--- src/rtl/pipeline_ctrl.sv ---
// ============================================================================
//  Module      : pipeline_ctrl
//  Description : Turns hazard-unit freeze/flush requests, the ihit/dhit memory
//                handshake and halt into per-stage latch enables and clears.
//                Optional macro PIPECTRL_PERF_EN adds saturating counters.
//  Revision    : 1.0  initial release
// ============================================================================
`default_nettype none

module pipeline_ctrl #(
   parameter int CNT_W = 32
) (
   input  logic             CLK,
   input  logic             RST,
   input  logic             freeze,
   input  logic             flush,
   input  logic             ihit,
   input  logic             dmem_req,
   input  logic             dhit,
   input  logic             halt,
   output logic             pc_en,
   output logic             ifid_en,
   output logic             ifid_flush,
   output logic             idex_en,
   output logic             idex_flush,
   output logic             exmem_en,
   output logic             memwb_en,
   output logic             flush_pend,
   output logic [CNT_W-1:0] stall_cnt,
   output logic [CNT_W-1:0] bubble_cnt,
   output logic [CNT_W-1:0] flush_cnt
);

   typedef enum logic [1:0] {
      RUN    = 2'd0,
      DWAIT  = 2'd1,
      HALTED = 2'd2
   } state_t;

   state_t r_state, w_state_nxt;
   logic   r_pend,  w_pend_nxt;
   logic   w_dstall;
   logic   w_take_stall, w_take_bubble, w_take_flush;

   assign w_dstall   = dmem_req & ~dhit;
   assign flush_pend = r_pend;

   always_ff @(posedge CLK or posedge RST) begin
      if (RST) begin
         r_state <= RUN;
         r_pend  <= 1'b0;
      end else begin
         r_state <= w_state_nxt;
         r_pend  <= w_pend_nxt;
      end
   end

   always_comb begin
      w_state_nxt   = r_state;
      w_pend_nxt    = r_pend;
      pc_en         = 1'b0;
      ifid_en       = 1'b0;
      ifid_flush    = 1'b0;
      idex_en       = 1'b0;
      idex_flush    = 1'b0;
      exmem_en      = 1'b0;
      memwb_en      = 1'b0;
      w_take_stall  = 1'b0;
      w_take_bubble = 1'b0;
      w_take_flush  = 1'b0;

      // Outputs are combinational, so reset must gate them explicitly.
      if (RST) begin
         w_state_nxt = RUN;
         w_pend_nxt  = 1'b0;
      end else if (r_state == HALTED) begin
         w_state_nxt = HALTED;
         w_pend_nxt  = 1'b0;
      end else if (halt) begin
         memwb_en    = 1'b1;
         w_state_nxt = HALTED;
         w_pend_nxt  = 1'b0;
      end else if (w_dstall) begin
         w_take_stall = 1'b1;
         w_state_nxt  = DWAIT;
         w_pend_nxt   = r_pend | flush;
      end else if (flush | r_pend) begin
         // A flush seen on the DWAIT exit cycle is consumed here along with pend.
         w_take_flush = 1'b1;
         w_state_nxt  = RUN;
         w_pend_nxt   = 1'b0;
         pc_en        = 1'b1;
         ifid_en      = 1'b1;
         ifid_flush   = 1'b1;
         idex_en      = 1'b1;
         idex_flush   = 1'b1;
         exmem_en     = 1'b1;
         memwb_en     = 1'b1;
      end else if (freeze) begin
         w_take_bubble = 1'b1;
         w_state_nxt   = RUN;
         idex_en       = 1'b1;
         idex_flush    = 1'b1;
         exmem_en      = 1'b1;
         memwb_en      = 1'b1;
      end else if (!ihit) begin
         w_take_bubble = 1'b1;
         w_state_nxt   = RUN;
         ifid_en       = 1'b1;
         ifid_flush    = 1'b1;
         idex_en       = 1'b1;
         exmem_en      = 1'b1;
         memwb_en      = 1'b1;
      end else begin
         w_state_nxt = RUN;
         pc_en       = 1'b1;
         ifid_en     = 1'b1;
         idex_en     = 1'b1;
         exmem_en    = 1'b1;
         memwb_en    = 1'b1;
      end
   end

`ifdef PIPECTRL_PERF_EN
   localparam logic [CNT_W-1:0] c_cnt_max = {CNT_W{1'b1}};

   logic [CNT_W-1:0] r_stall_cnt, r_bubble_cnt, r_flush_cnt;

   always_ff @(posedge CLK or posedge RST) begin
      if (RST) begin
         r_stall_cnt  <= '0;
         r_bubble_cnt <= '0;
         r_flush_cnt  <= '0;
      end else begin
         if (w_take_stall && r_stall_cnt != c_cnt_max)
            r_stall_cnt <= r_stall_cnt + 1'b1;
         if (w_take_bubble && r_bubble_cnt != c_cnt_max)
            r_bubble_cnt <= r_bubble_cnt + 1'b1;
         if (w_take_flush && r_flush_cnt != c_cnt_max)
            r_flush_cnt <= r_flush_cnt + 1'b1;
      end
   end

   assign stall_cnt  = r_stall_cnt;
   assign bubble_cnt = r_bubble_cnt;
   assign flush_cnt  = r_flush_cnt;
`else
   logic w_unused;
   assign w_unused   = w_take_stall ^ w_take_bubble ^ w_take_flush;
   assign stall_cnt  = '0;
   assign bubble_cnt = '0;
   assign flush_cnt  = '0;
`endif

endmodule

`default_nettype wire

--- config.mk ---
export PLATFORM = sky130hd
export DESIGN_NAME = pipeline_ctrl
export DESIGN_NICKNAME = d
export VERILOG_FILES = /design/src/rtl/pipeline_ctrl.sv
export SDC_FILE = /design/constraint.sdc
export NUM_CORES = 1
export LEC_CHECK = 0
export BUFFER_PORTS_ARGS = -buffer_cell sky130_fd_sc_hd__buf_4
export CELL_PAD_IN_SITES_DETAIL_PLACEMENT = 0
export CELL_PAD_IN_SITES_GLOBAL_PLACEMENT = 1
export CORE_ASPECT_RATIO = 0.7
export CORE_MARGIN = 5
export CORE_UTILIZATION = 20
export CTS_CLUSTER_SIZE = 25
export DETAILED_ROUTE_END_ITERATION = 16
export PLACE_DENSITY_LB_ADDON = 0.1
export SETUP_SLACK_MARGIN = 0.1
export SYNTH_ARGS = -nofsm -noshare
export SYNTH_HDL_FRONTEND = slang
export SYNTH_SLANG_ARGS = --single-unit
--- constraint.sdc ---
create_clock -name CLK -period 1.45 [get_ports CLK]
set_input_delay 0.2175 -clock CLK [delete_from_list [all_inputs] [get_ports CLK]]
set_output_delay 0.2175 -clock CLK [all_outputs]
set_load 0.005 [all_outputs]
; ---- Word level (Yosys, flattened, before mapping)
; Cells that the tools add are included.
[word_totals]
input_bits = 8
reg_bits = 3
output_inout_bits = 104
elab_cells = 49
[op_classes]
muxes = 42
reduce_logical = 1
n_eq_ne = 1
bitwise = 3
[op_table]
columns = cell, n
row1 = 1-bit two-way mux, 39
row2 = 2-bit two-way mux, 3
row3 = 5-bit nonzero test, 1
row4 = "2-bit == test, second input constant", 1
row5 = 1-bit bitwise AND, 1
row6 = 1-bit NOT, 1
row7 = 1-bit bitwise OR, 1

; ---- Longest topological paths before layout
[logic_depth]
ltp_word = 7
ltp_mapped = 4
ltp_nobuf = 3

; ---- Worst setup path before layout
; No wires, ideal clock.
[synth_timing]
path_type = register to output
from = reg r_state[1]
to = out idex_en
setup_slack_ns = 0.073
arrival_ns = 1.160
path_stages_with_launch = 5
required_ns = 1.233
path_cell_list = dfrtp_1 nor2b_4 or4_4 inv_1 buf_4
[synth_via]
elab_chain_len = 3
[synth_lines]
columns = item, line_no
row1 = from (decl), 40  ; state_t r_state, w_state_nxt;
row2 = from (signal assigned), 53  ; r_state <= w_state_nxt;
row3 = 2-bit == test, 76  ; end else if (r_state == HALTED) begin
row4 = 1-bit two-way mux (2 in series), -
row5 = to (decl), 24  ; output logic idex_en,
; No other way between the ends.

; ---- Final worst setup path
[layout_timing]
from = reg r_state[1]
to = out pc_en
[layout_via]
elab_chain_len = 3
[layout_lines]
columns = item, line_no
row1 = 2-bit == test, 76
row2 = 1-bit two-way mux, 76
row3 = 1-bit two-way mux, 73  ; if (RST) begin
row4 = to (decl), 21  ; output logic pc_en,
; No other way between the ends.

==> impl_metrics.toml <==
[run_status]
outcome = "finished with violations"
violations = "negative setup slack"

[route]
wl_um = 1355
drt_iter0_drc = 1
drc = 0
met2_length_um = 803
highest_layer = "met4"
dr.pass1.iters = 2
dr_wl_met3_um = 239
wl_met1_um = 280
antenna_left = 0
vias = 467
viasPerCell = 2.407
wl_per_cell_um = 6.985

[floorplanning]
num_rows = 20
chipWidth_um = 91.05
die_area_mm2 = 0.006076
io_pins = 112
core_mm2 = 0.004404
die_h_um = 66.74
start_util_pct = 20.88

[timing]
postLayoutSetupSlackWorst_ns = -0.2249
finalCriticalPeriod_ns = 1.675
fin_skew_ns = 0.002270
rsz0062_at_grt = "yes"
hold_viol = 0
fin_hold_ws_ns = 0.02506
max_freq_mhz = 597.0
drv_slew = 0
setup_violations = 6
min_period_over_period_pct = 115.5

[placed_design]
finalWeightedCongestion = 0.5846
pre_cts_ws_ns = -0.01356
place_area_um2 = 744.5
portBuffers = 15
post-dp-hpwl_um = 1307

[global_routing]
grt_pass1_wl_um = 1428
overflow = 0
grt_usage_pct = 3.063
grt_pass1_vias = 361
grt_antenna_before_repair = 0
grt_max_degree = 6

[pwr]
vdd_drop_max_mv = 0.1736
p_leak_nw = 0.5131
p_per_area_mw_per_mm2 = 567.6

[critical_path]
critPathMaxFanout = 5
startpoint_type = "flip-flop"
crit_type = "reg -> out"
crit_required_ns = 1.23
slowest_stage = "or4_4"
critPathArrivalTime_ns = 1.46
worst_r2r_path_depth = 4
worst_setup_path_end_kind = "primary output"
cp_cell_sequence = "nor2b_4, or4_4, a21oi_2, buf_4"
slowest_delay_ns = 0.53

[finish]
fin_area_um2 = 812.0
fin_nets = 148
diodes = 0
area_growth_pct = -11.70
drive_gt1_share_pct = 19.42
fin_util_pct = 18.44

[synth]
yosys.area_share.xor_xnor_pct = 0
synth_warnings = 0
synth_top_family_by_area = "buffers and inverters"
muxShareOfSynthArea_pct = 0
seq_area_frac_synth_pct = 8.163
synth.cell_area_um2 = 919.6
yosys.area_share.adder_pct = 0
synth_simple_gate_area_share_pct = 9.524
syn_area_per_cell_um2 = 7.664
synth-seq-cells = 3
yosysUniqueCellTypes = 13
synth_compound_area_share_pct = 1.905
postSynthCellCount = 120

[clock_tree]
cts_buffers = 3
cts_tree = "built"
clockRootBuffer = "clkbuf_8"
htreeDepth = 1
clkLatencyLatePin_ns = 0.21
path_clk_slew_ns = 0.03
clk_path_buf_depth = 2
cts.sinks = 3

[flow_run]
maxCapViolations = 0

[worst_hold_path]
hold_class = "in -> async"
-- layout make-up --
| type | count | area [um2] |
|---|---|---|
| tap | 55 | 68.82 |
| timing repair buffer | 17 | 135.1 |
| multi-input combinational | 113 | 480.5 |
| clock buffer | 4 | 45.04 |
| inverter | 2 | 7.507 |
| sequential | 3 | 75.07 |
| fill | 510 | 3592 |
-- timing repair --
| action | 4_1_cts | 5_1_grt |
|---|---|---|
| pin swaps | 3 | 1 |
| setup endpoints to repair | 7 | 7 |
| gates resized for setup | 6 | 0 |
| hold buffers | 0 | 0 |
| hold endpoints to repair | 0 | 0 |
| setup buffers | 1 | 0 |
-- registers in the layout (all words and copies together) (netlist names) --
signal	flops
r_state	2
flush_pend	1
-- Yosys cell counts --
library cell  number  area (um2)
conb_1             1       3.750
nor3b_1            2       15.01
o21a_1             1       7.510
dfrtp_1            3       75.07
nor2_1             5       18.77
buf_4             97       728.2
nand2b_1           1       6.260
nor2b_1            2       12.51
inv_1              2       7.510
a21oi_1            2       10.01
nor2b_4            1       13.76
or4_4              1       11.26
nor3_1             2       10.01
-- cells by family (layout without fill, tap and decap cells) --
family / Yosys count / count (layout)
compound gates: 3 / 3
simple gates: 14 / 14
flops: 3 / 3
buf+inv: 99 / 23
other cells: 1 / 96
-- report_power, final --
group          internal (mW)  total (mW)  switching [mW]
clock                  0.187       0.237          0.0496
combinational         0.0434       0.136          0.0924
sequential            0.0873      0.0885         0.00122
-- metal layers --
| layer | track usage, % | vias to the layer above |
|---|---|---|
| li1 | - | 210 |
| met4 | 2.747 | 0 |
| met2 | 5.935 | 55 |
| met3 | 1.242 | 2 |
| met1 | 2.343 | 200 |
| met5 | 0 | - |
-- per-stage QoR --
stage          total power, mW  TNS (ns)  std cells
2_1_floorplan           0.3578         0        215
3_3_place_gp            0.2129  -0.08503        190
3_5_place_dp            0.2113  -0.02994        190
4_1_cts                 0.4613    -1.250        194
5_1_grt                 0.5000    -1.416        194
6_report                0.4609    -1.164        194
-- placed cells by master, fill, tap and decap left out --
cell type	count
a21oi_2	2
buf_4	15
buf_6	2
clkbuf_1	1
clkbuf_8	3
conb_1	96
dfrtp_1	3
inv_1	1
inv_2	1
nand2b_1	1
nor2_1	4
nor2_2	1
nor2b_1	2
nor2b_4	1
nor3_1	1
nor3_2	1
nor3b_1	2
o21a_1	1
or4_4	1
-- critical path, delay by kind of cell, from the launching register on --
family                 cells  cell delay, ns
DFF                        1            0.35
and+or+nand+nor            2            0.65
buffers and inverters      1            0.12
AOI/OAI and AO/OA          1            0.13
-- worst paths after layout --
kind	slack [ns]	to	startpoint
worst max register to register	0.38	flush_pend$_DFFE_PP0P_	r_state[1]$_DFF_PP0_
worst min register to register	0.61	flush_pend$_DFFE_PP0P_	flush_pend$_DFFE_PP0P_
max in group asynchronous	1.29	r_state[0]$_DFF_PP0_	RST
min in group CLK	0.25	r_state[1]$_DFF_PP0_	halt
worst max-delay path	-0.22	pc_en	r_state[1]$_DFF_PP0_
worst min-delay path	0.03	flush_pend$_DFFE_PP0P_	RST
Note: power is estimated with default switching activity, not from simulation.
